## src/rtl/agnus_blitter_pkg.sv

```systemverilog
// ---------------------------------------------------------------------------
// agnus_blitter_pkg
// Shared definitions for the blitter channel source stages (A, B, C) and the
// D-channel address stage.
//   MASK_ALL   : all-ones word, used when no edge mask applies
//   WBITS_ECS  : ECS width counter size (BLTSIZH)
//   HBITS_ECS  : ECS height counter size (BLTSIZV)
//   word_pos_t : {first, last} position of a word within its line
// ---------------------------------------------------------------------------
package agnus_blitter_pkg;

    localparam logic [15:0] MASK_ALL  = 16'hFFFF;
    localparam int          WBITS_ECS = 11;
    localparam int          HBITS_ECS = 15;

    typedef struct packed {
        logic first;
        logic last;
    } word_pos_t;

endpackage

```

## src/rtl/agnus_blitter_sizecnt.sv

```systemverilog
// ---------------------------------------------------------------------------
// agnus_blitter_sizecnt
// Width/height down-counters that track where the next word sits in the blit.
// Ports:
//   clk, reset     : clock, asynchronous active-high reset
//   clk7_en        : clock enable, counters only move when high
//   load           : latch width/height and restart at the first word
//   advance        : one word has been taken at the current position
//   width, height  : blit size; 0 encodes 2^WBITS words / 2^HBITS lines
//   pos            : {first, last} flags for the word at the current position
//   final_word     : current position is the last word of the last line
// ---------------------------------------------------------------------------
module agnus_blitter_sizecnt
    import agnus_blitter_pkg::*;
#(
    parameter int WBITS = WBITS_ECS,
    parameter int HBITS = HBITS_ECS
) (
    input  logic             clk,
    input  logic             reset,
    input  logic             clk7_en,
    input  logic             load,
    input  logic             advance,
    input  logic [WBITS-1:0] width,
    input  logic [HBITS-1:0] height,
    output word_pos_t        pos,
    output logic             final_word
);

    logic [WBITS-1:0] width_q, width_d;
    logic [WBITS-1:0] wcnt_q, wcnt_d;
    logic [HBITS-1:0] hcnt_q, hcnt_d;

    // A zero size starts the counter at 0; the first decrement wraps to the
    // top of the range, so the count naturally runs 2^N steps down to 1.
    always_comb begin
        pos.first  = (wcnt_q == width_q);
        pos.last   = (wcnt_q == WBITS'(1));
        final_word = pos.last && (hcnt_q == HBITS'(1));
    end

    always_comb begin
        width_d = width_q;
        wcnt_d  = wcnt_q;
        hcnt_d  = hcnt_q;
        if (clk7_en) begin
            if (load) begin
                width_d = width;
                wcnt_d  = width;
                hcnt_d  = height;
            end else if (advance) begin
                if (pos.last) begin
                    wcnt_d = width_q;
                    hcnt_d = hcnt_q - HBITS'(1);
                end else begin
                    wcnt_d = wcnt_q - WBITS'(1);
                end
            end
        end
    end

    always_ff @(posedge clk or posedge reset) begin
        if (reset) begin
            width_q <= '0;
            wcnt_q  <= '0;
            hcnt_q  <= '0;
        end else begin
            width_q <= width_d;
            wcnt_q  <= wcnt_d;
            hcnt_q  <= hcnt_d;
        end
    end

endmodule

```

## src/rtl/agnus_blitter_adata.sv

```systemverilog
// ---------------------------------------------------------------------------
// agnus_blitter_adata
// Blitter channel A source stage. Masks fetched A words with the first/last
// word masks and hands {new, old} word pairs to the barrel shifter through a
// one-entry valid/consume buffer.
// Ports:
//   clk, reset            : clock, asynchronous active-high reset
//   clk7_en               : clock enable, all state advances only when high
//   start                 : latch blit size and restart the stage
//   bltwidth, bltheight   : words per line / lines per blit (0 = 2^N)
//   fwm, lwm              : first-word and last-word masks
//   data_in, data_valid   : fetched A word and its qualifier
//   data_ready            : stage can take a word this cycle
//   consume               : downstream takes the current pair
//   new_val, old_val      : masked current word and previous masked word
//   out_valid             : an unconsumed pair is held
//   first_word, last_word : line position of new_val
//   busy, done            : blit in progress / completion pulse
// Build option:
//   BLITTER_A_LINECLR_EN  : clear old_val on the first word of every line
//                           instead of carrying it over from the previous line
// ---------------------------------------------------------------------------
module agnus_blitter_adata
    import agnus_blitter_pkg::*;
#(
    parameter int WBITS = WBITS_ECS,
    parameter int HBITS = HBITS_ECS
) (
    input  logic             clk,
    input  logic             reset,
    input  logic             clk7_en,
    input  logic             start,
    input  logic [WBITS-1:0] bltwidth,
    input  logic [HBITS-1:0] bltheight,
    input  logic [15:0]      fwm,
    input  logic [15:0]      lwm,
    input  logic [15:0]      data_in,
    input  logic             data_valid,
    output logic             data_ready,
    input  logic             consume,
    output logic [15:0]      new_val,
    output logic [15:0]      old_val,
    output logic             out_valid,
    output logic             first_word,
    output logic             last_word,
    output logic             busy,
    output logic             done
);

    logic [15:0] new_val_q, new_val_d;
    logic [15:0] old_val_q, old_val_d;
    logic        out_valid_q, out_valid_d;
    logic        first_word_q, first_word_d;
    logic        last_word_q, last_word_d;
    logic        busy_q, busy_d;
    logic        done_q, done_d;
    // final_held: the buffered pair holds the last word of the blit.
    // final_taken: the last word has been accepted, stop accepting.
    logic        final_held_q, final_held_d;
    logic        final_taken_q, final_taken_d;

    word_pos_t   pos;
    logic        final_word;
    logic        accept;
    logic        take;
    logic [15:0] masked;

    assign data_ready = busy_q && (!out_valid_q || consume) && !final_taken_q;
    assign accept     = clk7_en && data_valid && data_ready && !start;
    assign take       = clk7_en && consume && out_valid_q && !start;
    assign masked     = data_in & (pos.first ? fwm : MASK_ALL)
                                & (pos.last  ? lwm : MASK_ALL);

    agnus_blitter_sizecnt #(
        .WBITS (WBITS),
        .HBITS (HBITS)
    ) u_sizecnt (
        .clk        (clk),
        .reset      (reset),
        .clk7_en    (clk7_en),
        .load       (start),
        .advance    (accept),
        .width      (bltwidth),
        .height     (bltheight),
        .pos        (pos),
        .final_word (final_word)
    );

    // Start wins over everything. Otherwise a take empties the buffer and an
    // accept in the same cycle refills it, giving one pair per enabled cycle.
    always_comb begin
        new_val_d     = new_val_q;
        old_val_d     = old_val_q;
        out_valid_d   = out_valid_q;
        first_word_d  = first_word_q;
        last_word_d   = last_word_q;
        busy_d        = busy_q;
        done_d        = done_q;
        final_held_d  = final_held_q;
        final_taken_d = final_taken_q;
        if (clk7_en) begin
            done_d = 1'b0;
            if (start) begin
                busy_d        = 1'b1;
                out_valid_d   = 1'b0;
                new_val_d     = '0;
                old_val_d     = '0;
                first_word_d  = 1'b0;
                last_word_d   = 1'b0;
                final_held_d  = 1'b0;
                final_taken_d = 1'b0;
            end else begin
                if (take) begin
                    out_valid_d = 1'b0;
                    if (final_held_q) begin
                        busy_d       = 1'b0;
                        done_d       = 1'b1;
                        final_held_d = 1'b0;
                    end
                end
                if (accept) begin
`ifdef BLITTER_A_LINECLR_EN
                    old_val_d = pos.first ? 16'h0000 : new_val_q;
`else
                    old_val_d = new_val_q;
`endif
                    new_val_d    = masked;
                    first_word_d = pos.first;
                    last_word_d  = pos.last;
                    out_valid_d  = 1'b1;
                    final_held_d = final_word;
                    if (final_word) begin
                        final_taken_d = 1'b1;
                    end
                end
            end
        end
    end

    always_ff @(posedge clk or posedge reset) begin
        if (reset) begin
            new_val_q     <= '0;
            old_val_q     <= '0;
            out_valid_q   <= 1'b0;
            first_word_q  <= 1'b0;
            last_word_q   <= 1'b0;
            busy_q        <= 1'b0;
            done_q        <= 1'b0;
            final_held_q  <= 1'b0;
            final_taken_q <= 1'b0;
        end else begin
            new_val_q     <= new_val_d;
            old_val_q     <= old_val_d;
            out_valid_q   <= out_valid_d;
            first_word_q  <= first_word_d;
            last_word_q   <= last_word_d;
            busy_q        <= busy_d;
            done_q        <= done_d;
            final_held_q  <= final_held_d;
            final_taken_q <= final_taken_d;
        end
    end

    assign new_val    = new_val_q;
    assign old_val    = old_val_q;
    assign out_valid  = out_valid_q;
    assign first_word = first_word_q;
    assign last_word  = last_word_q;
    assign busy       = busy_q;
    assign done       = done_q;

endmodule

```

## config.mk

```make
export PLATFORM = sky130hd
export DESIGN_NAME = agnus_blitter_adata
export DESIGN_NICKNAME = d
export VERILOG_FILES = /design/src/rtl/agnus_blitter_pkg.sv /design/src/rtl/agnus_blitter_sizecnt.sv /design/src/rtl/agnus_blitter_adata.sv
export SDC_FILE = /design/constraint.sdc
export NUM_CORES = 1
export LEC_CHECK = 0
export BUFFER_PORTS_ARGS = -buffer_cell sky130_fd_sc_hd__buf_2
export CORE_ASPECT_RATIO = 0.8
export CORE_MARGIN = 4
export CORE_UTILIZATION = 43
export CTS_BUF_LIST = sky130_fd_sc_hd__clkbuf_2 sky130_fd_sc_hd__clkbuf_4 sky130_fd_sc_hd__clkbuf_8
export DETAILED_ROUTE_END_ITERATION = 8
export PLACE_DENSITY = 0.66
export SYNTH_ARGS = -nofsm -noshare
export SYNTH_HDL_FRONTEND = slang
export SYNTH_SLANG_ARGS = --single-unit
```

## constraint.sdc

```tcl
create_clock -name clk -period 5.6 [get_ports clk]
set_clock_uncertainty 0.2 [all_clocks]
set_input_delay 1.12 -clock clk [delete_from_list [all_inputs] [get_ports clk]]
set_output_delay 1.12 -clock clk [all_outputs]
set_load 0.01 [all_outputs]
```

==> impl_metrics.py <==
metrics = {
    "global_routing": {
        "grt_pass1_vias": 3684,
        "antenna_found_initial": 0,
        "overflow": 0,
        "grt_usage_pct": 22.0,
        "grt_max_degree": 45,
        "grt_pass1_wl_mm": 19.0,
    },
    "die": {
        "rows": 31,
        "die_area_um2": 11000,
        "die_w_um": 116,
        "design.core.area_um2": 9080,
        "io_pins": 118,
        "initial_core_util_pct": 44.4,
        "die_y_um": 94.6,
    },
    "synthesis": {
        "synthTopCellsByArea": "dfrtp_1, nand2_1, o21ai_0",
        "synth_edf_count": 0,
        "ys_ff_latch": 76,
        "synth_cell_types": 61,
        "ys.flop_type": "dfrtp_1",
        "yosysWarnings": 0,
        "synth_cells": 439,
        "yosysSeqAreaShare_pct": 47.2,
        "mappedNetlistArea_um2": 4030,
        "synthesis.area_per_instance_um2": 9.17,
        "ys_async_sr_fraction_pct": 100,
        "syn_nets": 523,
        "yosys.area.top_type": "dfrtp_1",
        "yosys.area.top_type_share_pct": 47.2,
    },
    "cells_and_area": {
        "syn2layout_area_growth_pct": 21.3,
        "seq_area_um2": 1900,
        "final_nets": 627,
        "final_cell_area_um2": 4890,
        "layout_common_cells": "buf_2, dfrtp_1, nand2_1",
        "fillers": 863,
        "diodes": 0,
        "multi_input_area_um2": 1980,
        "mostFrequentLayoutCell": "buf_2",
        "instances_no_fill": 663,
        "drive_above_1_share_pct": 28.8,
    },
    "worst_setup_path": {
        "rrSetupSlack_ps": 2600,
        "critPathKind": "in -> reg",
        "worstPathRequired_ps": 5670,
        "path_max_fanout": 32,
        "crit_path_start_kind": "primary input",
        "regToRegStartpoint": "u_sizecnt.wcnt_q[8]",
        "r2r-end": "u_sizecnt.hcnt_q[1]",
        "reg2reg_depth": 5,
        "critPathArrivalTime_ps": 3370,
        "end_kind": "flop",
    },
    "min_path": {
        "hold_depth": 2,
        "worstHoldStart": "first_word",
        "min_path_type": "reg -> reg",
        "worstHoldEndpoint": "first_word",
    },
    "timing": {
        "final.period_utilization_pct": 58.9,
        "fin_crit_ps": 3300,
        "tightest_slew_ps": 976,
        "rsz0062_at_grt": "no",
        "slew_violations": 0,
        "setup_viol": 0,
        "max_freq_mhz": 303,
        "slew_headroom_pct": 34.4,
        "worst_slack_ps": 2300,
        "hold_viol": 0,
        "fin_setup_tns_ps": 0,
    },
    "drt": {
        "dr.pass1.iters": 7,
        "remaining_drc_errors": 0,
        "first_iter_violations": 265,
        "vias_per_cell": 5.82,
        "drtAntennaViolNets": 0,
        "wl_per_cell_um": 17.3,
        "drt-total-wl_mm": 11.5,
        "vias": 3859,
    },
    "clock_tree": {
        "htree_levels": 3,
        "cts-resized-gates": 0,
        "postCtsSetupBuffers": 0,
        "clkSinkCount": 76,
        "path_clk_slew_ps": 80,
        "cts_made_buffers": 9,
        "cts_tree": "yes",
        "postCtsHoldBufs": 0,
        "clk_path_buf_depth": 2,
        "cts_root_buf": "clkbuf_8",
        "clk_latency_ps": 360,
    },
    "pwr": {
        "power.total_mw": 1.42,
        "p_leak_nw": 2.26,
        "ir_worst_vdd_uv": 182,
        "p_per_area_nw_per_um2": 291,
    },
    "place": {
        "dpl.hpwl_mm": 7.88,
        "port_buffers": 117,
        "place_ws_ps": 1960,
        "gp_congestion": 0.860,
        "place_area_um2": 4680,
        "dp_cells": 647,
    },
    "job": {
        "maxCapViolations": 0,
    },
    "status": {
        "outcome": "finished clean",
    },
}
layer usage:
metal	GRT usage, %	routed length (um)
met4	6.67	167
met3	5.25	821
met2	34.0	5350
met1	30.7	5130
met5	0	0
cell type report:
cell class | instances | area share (%)
well taps | 115 | 2.94
clock buffers | 9 | 2.53
clock inverters | 7 | 1.66
repair buffers | 122 | 12.7
inverters | 9 | 0.691
flip-flops and latches | 76 | 38.9
multi-input cells | 325 | 40.5
power breakdown:
part | total [mW] | leakage, nW | internal, mW | switching [mW]
logic | 0.297 | 1.19 | 0.123 | 0.173
registers | 0.685 | 0.968 | 0.609 | 0.0754
clock network | 0.439 | 0.101 | 0.212 | 0.227
per-stage QoR:
stage | hold slack (ps) | util (%)
final | 283 | 53.8
after floorplan | 264 | -
after CTS | 287 | 53.8
after global routing | 317 | 53.8
after detailed placement | 268 | 51.6
after global placement | 259 | 51.6
cells in the mapped netlist (2+ instances only):
cell,count
clkbuf_1,22
ha_1,4
nor3_1,25
nand4_1,3
a21o_1,2
and4_1,2
or2_2,3
nor2_1,18
nor2b_1,2
xor2_1,9
nand2_1,71
o22ai_1,8
a211oi_1,6
xnor2_1,4
a31oi_1,4
inv_1,9
or4_4,2
a22oi_1,2
a21oi_1,21
buf_2,2
buf_1,2
nand2b_1,4
nand3_1,7
buf_6,3
nor4_4,2
or3_1,2
dfrtp_1,76
a32oi_1,4
o211ai_1,16
o311ai_0,2
nor4_1,9
or4_1,3
o21ai_0,42
a22o_1,17
and2_1,3
o21ai_1,3
worst max-delay path by stage:
stage	cells after the start	start	endpoint	slack (ps)
2_1_floorplan	1	reset	busy	2340
5_1_grt	5	start	u_sizecnt.wcnt_q[1]	2120
3_5_place_dp	5	start	u_sizecnt.wcnt_q[2]	1960
4_1_cts	5	start	u_sizecnt.wcnt_q[1]	2320
3_3_place_gp	5	start	u_sizecnt.wcnt_q[6]	2080
6_report	5	start	u_sizecnt.wcnt_q[1]	2300
registers in the layout, indices dropped and copies added, names as in the netlist:
name and count:
busy 1, u_sizecnt.width_q 11, final_taken_q 1, done 1
old_val 16, final_held_q 1, u_sizecnt.hcnt_q 15, out_valid 1
u_sizecnt.wcnt_q 11, last_word 1, first_word 1, new_val 16
logic make-up after synthesis:
group                      share of synthesized area (%)
AOI/OAI and AO/OA                                   23.2
xor gates and xnor gates                            2.83
adders and majority gates                           1.24
buffers and inverters                               4.16
DFF                                                 47.2
muxes                                              0.249
and+or+nand+nor                                     21.1
critical path, stage by stage:
cell	delay, ps
buf_2	510
nand2_1	750
nand2_1	620
o21ai_0	190
o22ai_1	160
No activity file was read; power rests on OpenSTA's default activity.
